`src/rtl/run_det_pkg.sv`:
```
// run_det_pkg: FSM state encoding and parameter defaults shared by run_detector.
package run_det_pkg;
  typedef enum logic [1:0] {IDLE = 2'd0, ZERO = 2'd1, RUN = 2'd2, HOLD = 2'd3} state_t;
  localparam int RUN_LEN_DEF = 5;
  localparam int CNT_W_DEF = 8;
endpackage

```
`src/rtl/sat_counter.sv`:
```
// sat_counter: up-counter with sync clear that saturates at MAX; sync active-low reset.
module sat_counter #(
  parameter int          W   = 8,
  parameter int unsigned MAX = 255
) (
  input  logic         i_clk,
  input  logic         i_rst,
  input  logic         i_clr,
  input  logic         i_inc,
  output logic [W-1:0] o_q
);
  localparam logic [W-1:0] M = W'(MAX);
  logic [W-1:0] r_q;
  always_ff @(posedge i_clk) begin
    if (!i_rst || i_clr) r_q <= '0;
    else if (i_inc && r_q != M) r_q <= r_q + 1'b1;
  end
  assign o_q = r_q;
endmodule

```
`src/rtl/run_detector.sv`:
```
// run_detector: flags a run of exactly (mode=0) or at least (mode=1) RUN_LEN ones framed by 0s.
// Optional saturating detection counter on port cnt when DET_COUNT_EN is defined.
module run_detector
  import run_det_pkg::*;
#(
  parameter int RUN_LEN = RUN_LEN_DEF,
  parameter int CNT_W   = CNT_W_DEF
) (
  input  logic             clk,
  input  logic             rst,
  input  logic             j,
  input  logic             en,
  input  logic             mode,
  output logic             w
`ifdef DET_COUNT_EN
  ,output logic [CNT_W-1:0] cnt
`endif
);
  localparam int KW = $clog2(RUN_LEN + 1);
  state_t          r_state, w_next;
  logic            r_w;
  logic [KW-1:0]   w_k;
  logic            w_k_max;
  assign w_k_max = w_k == KW'(RUN_LEN);
  always_comb begin
    w_next = IDLE;
    case (r_state)
      IDLE: w_next = j ? IDLE : ZERO;
      ZERO: w_next = j ? RUN : ZERO;
      RUN:  w_next = j ? ((!mode && w_k_max) ? IDLE : RUN) : (w_k_max ? HOLD : ZERO);
      HOLD: w_next = en ? IDLE : HOLD;
      default: w_next = IDLE;
    endcase
  end
  // k is held at 0 outside RUN, so the ZERO->RUN increment lands on 1
  sat_counter #(.W(KW), .MAX(RUN_LEN)) u_k (
    .i_clk(clk), .i_rst(rst), .i_clr(w_next != RUN), .i_inc(j), .o_q(w_k)
  );
  always_ff @(posedge clk) begin
    if (!rst) begin
      r_state <= IDLE;
      r_w     <= 1'b0;
    end else begin
      r_state <= w_next;
      r_w     <= w_next == HOLD;
    end
  end
  assign w = r_w;
`ifdef DET_COUNT_EN
  sat_counter #(.W(CNT_W), .MAX(2 ** CNT_W - 1)) u_cnt (
    .i_clk(clk), .i_rst(rst), .i_clr(1'b0),
    .i_inc(w_next == HOLD && r_state != HOLD), .o_q(cnt)
  );
`endif
endmodule

```
`config.mk`:
```
export PLATFORM = sky130hd
export DESIGN_NAME = run_detector
export DESIGN_NICKNAME = d
export VERILOG_FILES = /design/src/rtl/run_det_pkg.sv /design/src/rtl/sat_counter.sv /design/src/rtl/run_detector.sv
export SDC_FILE = /design/constraint.sdc
export NUM_CORES = 1
export LEC_CHECK = 0
export CELL_PAD_IN_SITES_DETAIL_PLACEMENT = 2
export CELL_PAD_IN_SITES_GLOBAL_PLACEMENT = 2
export CORE_UTILIZATION = 26
export CTS_CLUSTER_SIZE = 12
export DETAILED_ROUTE_END_ITERATION = 10
export PLACE_DENSITY_LB_ADDON = 0.2
export SETUP_SLACK_MARGIN = 0.5
export SYNTH_ARGS = -nofsm -noshare
export SYNTH_HDL_FRONTEND = slang
export SYNTH_HIERARCHICAL = 1
export SYNTH_SLANG_ARGS = --single-unit
```
`constraint.sdc`:
```
create_clock -name clk -period 1.54 [get_ports clk]
set_clock_uncertainty 0.2 [all_clocks]
set_input_delay 0.308 -clock clk [delete_from_list [all_inputs] [get_ports clk]]
set_output_delay 0.308 -clock clk [all_outputs]
set_load 0.005 [all_outputs]
```
# Word-level counts from Yosys, hierarchy flattened
# Index checks and enable logic that the tools add are counted.
# totals
regBits,6
in_bits,5
output_inout_bits,1
# classes
add_sub_neg,1
eq_ne,7
n_mux,7
n_reduce_logical,6
# op_table
cell,n
2-bit 2-to-1 mux,5
2-bit one-hot mux with 4 select lines,1
"2-bit equality test, second input constant",3
"3-bit by 1-bit adder with 3-bit output, second input constant",1
"3-bit equality test, second input constant",1
"3-bit inequality test, second input constant",1
"2-bit by 1-bit equality test with 1-bit output, second input constant",1
1-bit logical AND,2
1-bit logical NOT,2
2-bit logical NOT,1
"2-bit inequality test, second input constant",1
1-bit logical OR,1
1-bit 2-to-1 mux,1

# Depth between registers and ports, before layout
# logic_depth
ltp_word,7
depth_mapped,5
ltp_nobuf,5

# Modules after synthesis
# The synthesis kept the hierarchy.
# by_module_without_submodules
mod,n_inst,cells_per_inst,area_each_um2,seq_area_each_um2
sat_counter,1,16,178.9,60.1
run_detector,1,18,175.2,60.1

# Worst setup path after synthesis
# Ideal clock, no wire load.
# synth_timing
path_type,register to register
startpoint,register u_k.r_q[1] (netlist: u_k/o_q[1])
endpoint,register u_k.r_q[1] (netlist: u_k/o_q[1])
setup_ns,0.072
arrival_time_ns,1.208
setup_slack_ns,0.061
stages_incl_launch_ff,6
path_buffers,0
synth_period_minus_slack_ns,1.479
path_cell_list,dfxtp_1 > and3b_1 > nand2b_1 > a31oi_1 > or3b_1 > mux2i_1
# synth_between
elab_chain_len,7
# synth_lines
item,line_no,rtl
from (decl),sat_counter.sv:13,logic [W-1:0] r_q;
from (signal assigned),sat_counter.sv:16,else if (i_inc && r_q != M) r_q <= r_q + 1'b1;
3-bit equality test,run_detector.sv:24,assign w_k_max = w_k == KW'(RUN_LEN);
1-bit logical AND,run_detector.sv:30,RUN: w_next = j ? ((!mode && w_k_max) ? IDLE : RUN) : (w_k_max ? HOLD : ZERO);
2-bit 2-to-1 mux (2 in a row),run_detector.sv:30,
2-bit one-hot mux with 4 select lines,run_detector.sv:27,case (r_state)
2-bit inequality test,run_detector.sv:37,".i_clk(clk), .i_rst(rst), .i_clr(w_next != RUN), .i_inc(j), .o_q(w_k)"
1-bit logical OR,sat_counter.sv:15,if (!i_rst || i_clr) r_q <= '0;
# Parallel ways exist; a longest one is shown, timed or not.
# A chain may end at the register's enable or synchronous reset.

# Worst setup path in the final report
# layout_timing
startpoint,register u_k.r_q[1] (netlist: u_k/o_q[1])
endpoint,register u_k.r_q[2] (netlist: u_k/o_q[2])
# The elaborated chain is that of the path after synthesis.

==> flow_summary.ini <==
[yosys]
ys_seq_elements = 6
synthCells = 34
syn_area_um2 = 354
syn-num-nets = 41
ys_warn_count = 6
ys_seq_area_share_pct = 33.9
ys_types = 22
synth_area_per_cell_um2 = 10.4

[setup_path]
criticalPathCategory = flop to flop
cp.arrival_ps = 1530
end_kind = flop
crit_required_ps = 1510
worst-path-max-fanout = 4
cp_slowest_cell = dfxtp_2
crit_chain = and3b_2, nand2b_4, a31oi_4, buf_4, buf_6, nor4b_4
start_kind = flop
slowest_delay_ps = 330

[placed_design]
dpl-instance-area_um2 = 495
place.gp.congestion = 0.747
hpwl_um = 811
place_ws_ps = -440
port_buffers = 5

[pwr]
power_mw = 0.402
p_sw_share_pct = 27.1
p_int_mw = 0.293
pwr-share-clk_pct = 39.9
p_leak_nw = 0.278
p_sw_mw = 0.109
irDropWorstVdd_mv = 0.445
p_comb_share_pct = 19.0
power_frac_seq_pct = 41.1
p_per_area_mw_per_mm2 = 617

[drt]
dr.pass1.iters = 2
ant_nets = 0
via_count = 361
drtIter0Drc = 1
wl_per_cell_um = 17.0
wirelength_um = 1210
drc = 0
avgViaCountPerCell = 5.08

[timing]
rsz0062_at_grt = true
setup_viol = 2
report.final.hold_viol_count = 0
tightest_slew_ps = 295
postLayoutSetupSlackWorst_ps = -18.0
post-route-period-util_pct = 101
slew_headroom_pct = 80.3
fin_crit_ps = 1560
setup_tns_ps = -32.5
slew_viol_final = 0
max_freq_ghz = 0.642

[status]
outcome = finished with violations
violations = negative setup slack

[die]
ios = 6
die_h_um = 38.9
core_area_mm2 = 0.00119
dieArea_mm2 = 0.00151
die_width_um = 38.9
row_count = 12
start_util_pct = 29.9

[hold_path]
hold_path_class = input pin to flop

[clock_network]
htreeDepth = 1
numCtsBuffers = 3
cts.sinks = 6
cts_root_buffer = clkbuf_4
clkLatencyLatePin_ps = 260
cts_tree = built
clkTransAtPathRegs_ps = 60
clockBufferDepth = 2

[layout]
fin_nets = 66
stdcell_area_um2 = 651
regArea_um2 = 128
syn2layout_area_growth_pct = 83.7
antenna_cells = 0
nFillCells = 123
drive_gt1_share_pct = 70.2
multi_input_area_um2 = 303

[global_routing]
grt_pass1_wl_um = 2060
grt_usage_pct = 22.3
grt_pass1_vias = 427
grt_max_degree = 8
globalRoute.totalOverflow = 0
antenna_found_initial = 0

[job]
maxCapViolCount = 0
==> power by group through the flow <==
stage / Combinational (mW) / Clock, mW / Sequential (mW)
global placement: 0.0531 / 0 / 0.167
CTS: 0.0730 / 0.163 / 0.165
detailed placement: 0.0567 / 0 / 0.167
floorplan: 0.0220 / 0 / 0.167
global route: 0.0822 / 0.183 / 0.166
finish: 0.0762 / 0.160 / 0.165
==> worst max-delay path: cells and delay by family (launching register included) <==
kind / cells / cell delay (ps)
AO/OA/AOI/OAI: 1 / 90
flip-flops: 1 / 330
AND/OR/NAND/NOR: 3 / 590
buffers and inverters: 2 / 260
==> layer usage <==
metal	routed length, um	vias to the layer above	GRT usage, %
met2	592	7	36.3
met5	0	-	0
met3	55	0	10.4
li1	-	177	-
met1	562	177	26.3
met4	0	0	5.17
==> flip-flops by register name, summed over array words and instances, names as in the netlist <==
| signal | flops |
|---|---|
| u_k/o_q | 3 |
| r_state | 2 |
| w | 1 |
==> kinds of logic (layout without fill, tap and decap cells) <==
| group | count (synthesis) | after routing | share of synthesized area, % |
|---|---|---|---|
| AND/OR/NAND/NOR | 16 | 16 | 37.1 |
| flip-flops | 6 | 6 | 33.9 |
| multiplexers | 2 | 2 | 5.65 |
| buffers and inverters | 2 | 25 | 2.12 |
| AO/OA/AOI/OAI | 6 | 6 | 14.1 |
| adder cells (fa/ha/maj) | 2 | 2 | 7.07 |
==> metrics by stage <==
| stage | cells | util (%) | hold WS, ps |
|---|---|---|---|
| floorplan | 34 | - | 232 |
| global placement | 61 | 41.8 | 297 |
| detailed placement | 61 | 41.8 | 309 |
| CTS | 71 | 53.5 | 262 |
| global route | 71 | 54.9 | 257 |
| finish | 71 | 54.9 | 262 |
==> synth_stat cells <==
master    count  area, um^2
a21boi_1      1        7.51
a21boi_2      1        11.3
a21oi_1       2        10.0
a311oi_2      1        15.0
a31oi_1       1        6.26
and2b_2       1        8.76
and3_1        1        6.26
and3b_1       1        8.76
and3b_2       1        10.0
and4b_1       1        10.0
dfxtp_1       6         120
ha_1          2        25.0
inv_1         2        7.51
mux2i_1       2        20.0
nand2_1       1        3.75
nand2b_1      1        6.26
nand3b_1      2        15.0
nor2_1        1        3.75
nor3_1        1        5.00
nor4_1        1        6.26
nor4b_2       2        30.0
or3b_1        2        17.5
==> layout by cell type, fill, tap and decap left out, types with 2 or more instances in the layout <==
| master | count |
|---|---|
| mux2i_1 | 2 |
| inv_1 | 2 |
| nor4b_4 | 2 |
| buf_4 | 11 |
| dlygate4sd2_1 | 2 |
| or3b_1 | 2 |
| dfxtp_2 | 6 |
| and3b_2 | 2 |
| buf_6 | 5 |
| nand3b_1 | 2 |
| ha_1 | 2 |
| clkbuf_4 | 3 |
==> worst paths after layout <==
check	startpoint	endpoint	slack, ps	cells after the start
max	u_k/o_q[1]	u_k/o_q[2]	-20	6
min	rst	u_k/o_q[2]	260	2
max reg2reg	u_k/o_q[1]	u_k/o_q[2]	-20	6
min reg2reg	u_k/o_q[0]	u_k/o_q[0]	440	3
==> cell type report <==
class                      instances  area share [%]
multi-input combinational         26            46.5
timing repair buffer              20            26.5
sequential                         6            19.6
clock buffer                       3            3.46
tap                               14            2.69
inverter                           2            1.15
==> timing repair <==
item,4_1_cts,5_1_grt
endpoints found under the setup margin,7,7
cloned,0,0
hold buffers,0,0
setup buffers,7,0
resized for setup,28,3
pin swaps,9,2
Power figures use the tool's default switching activity.
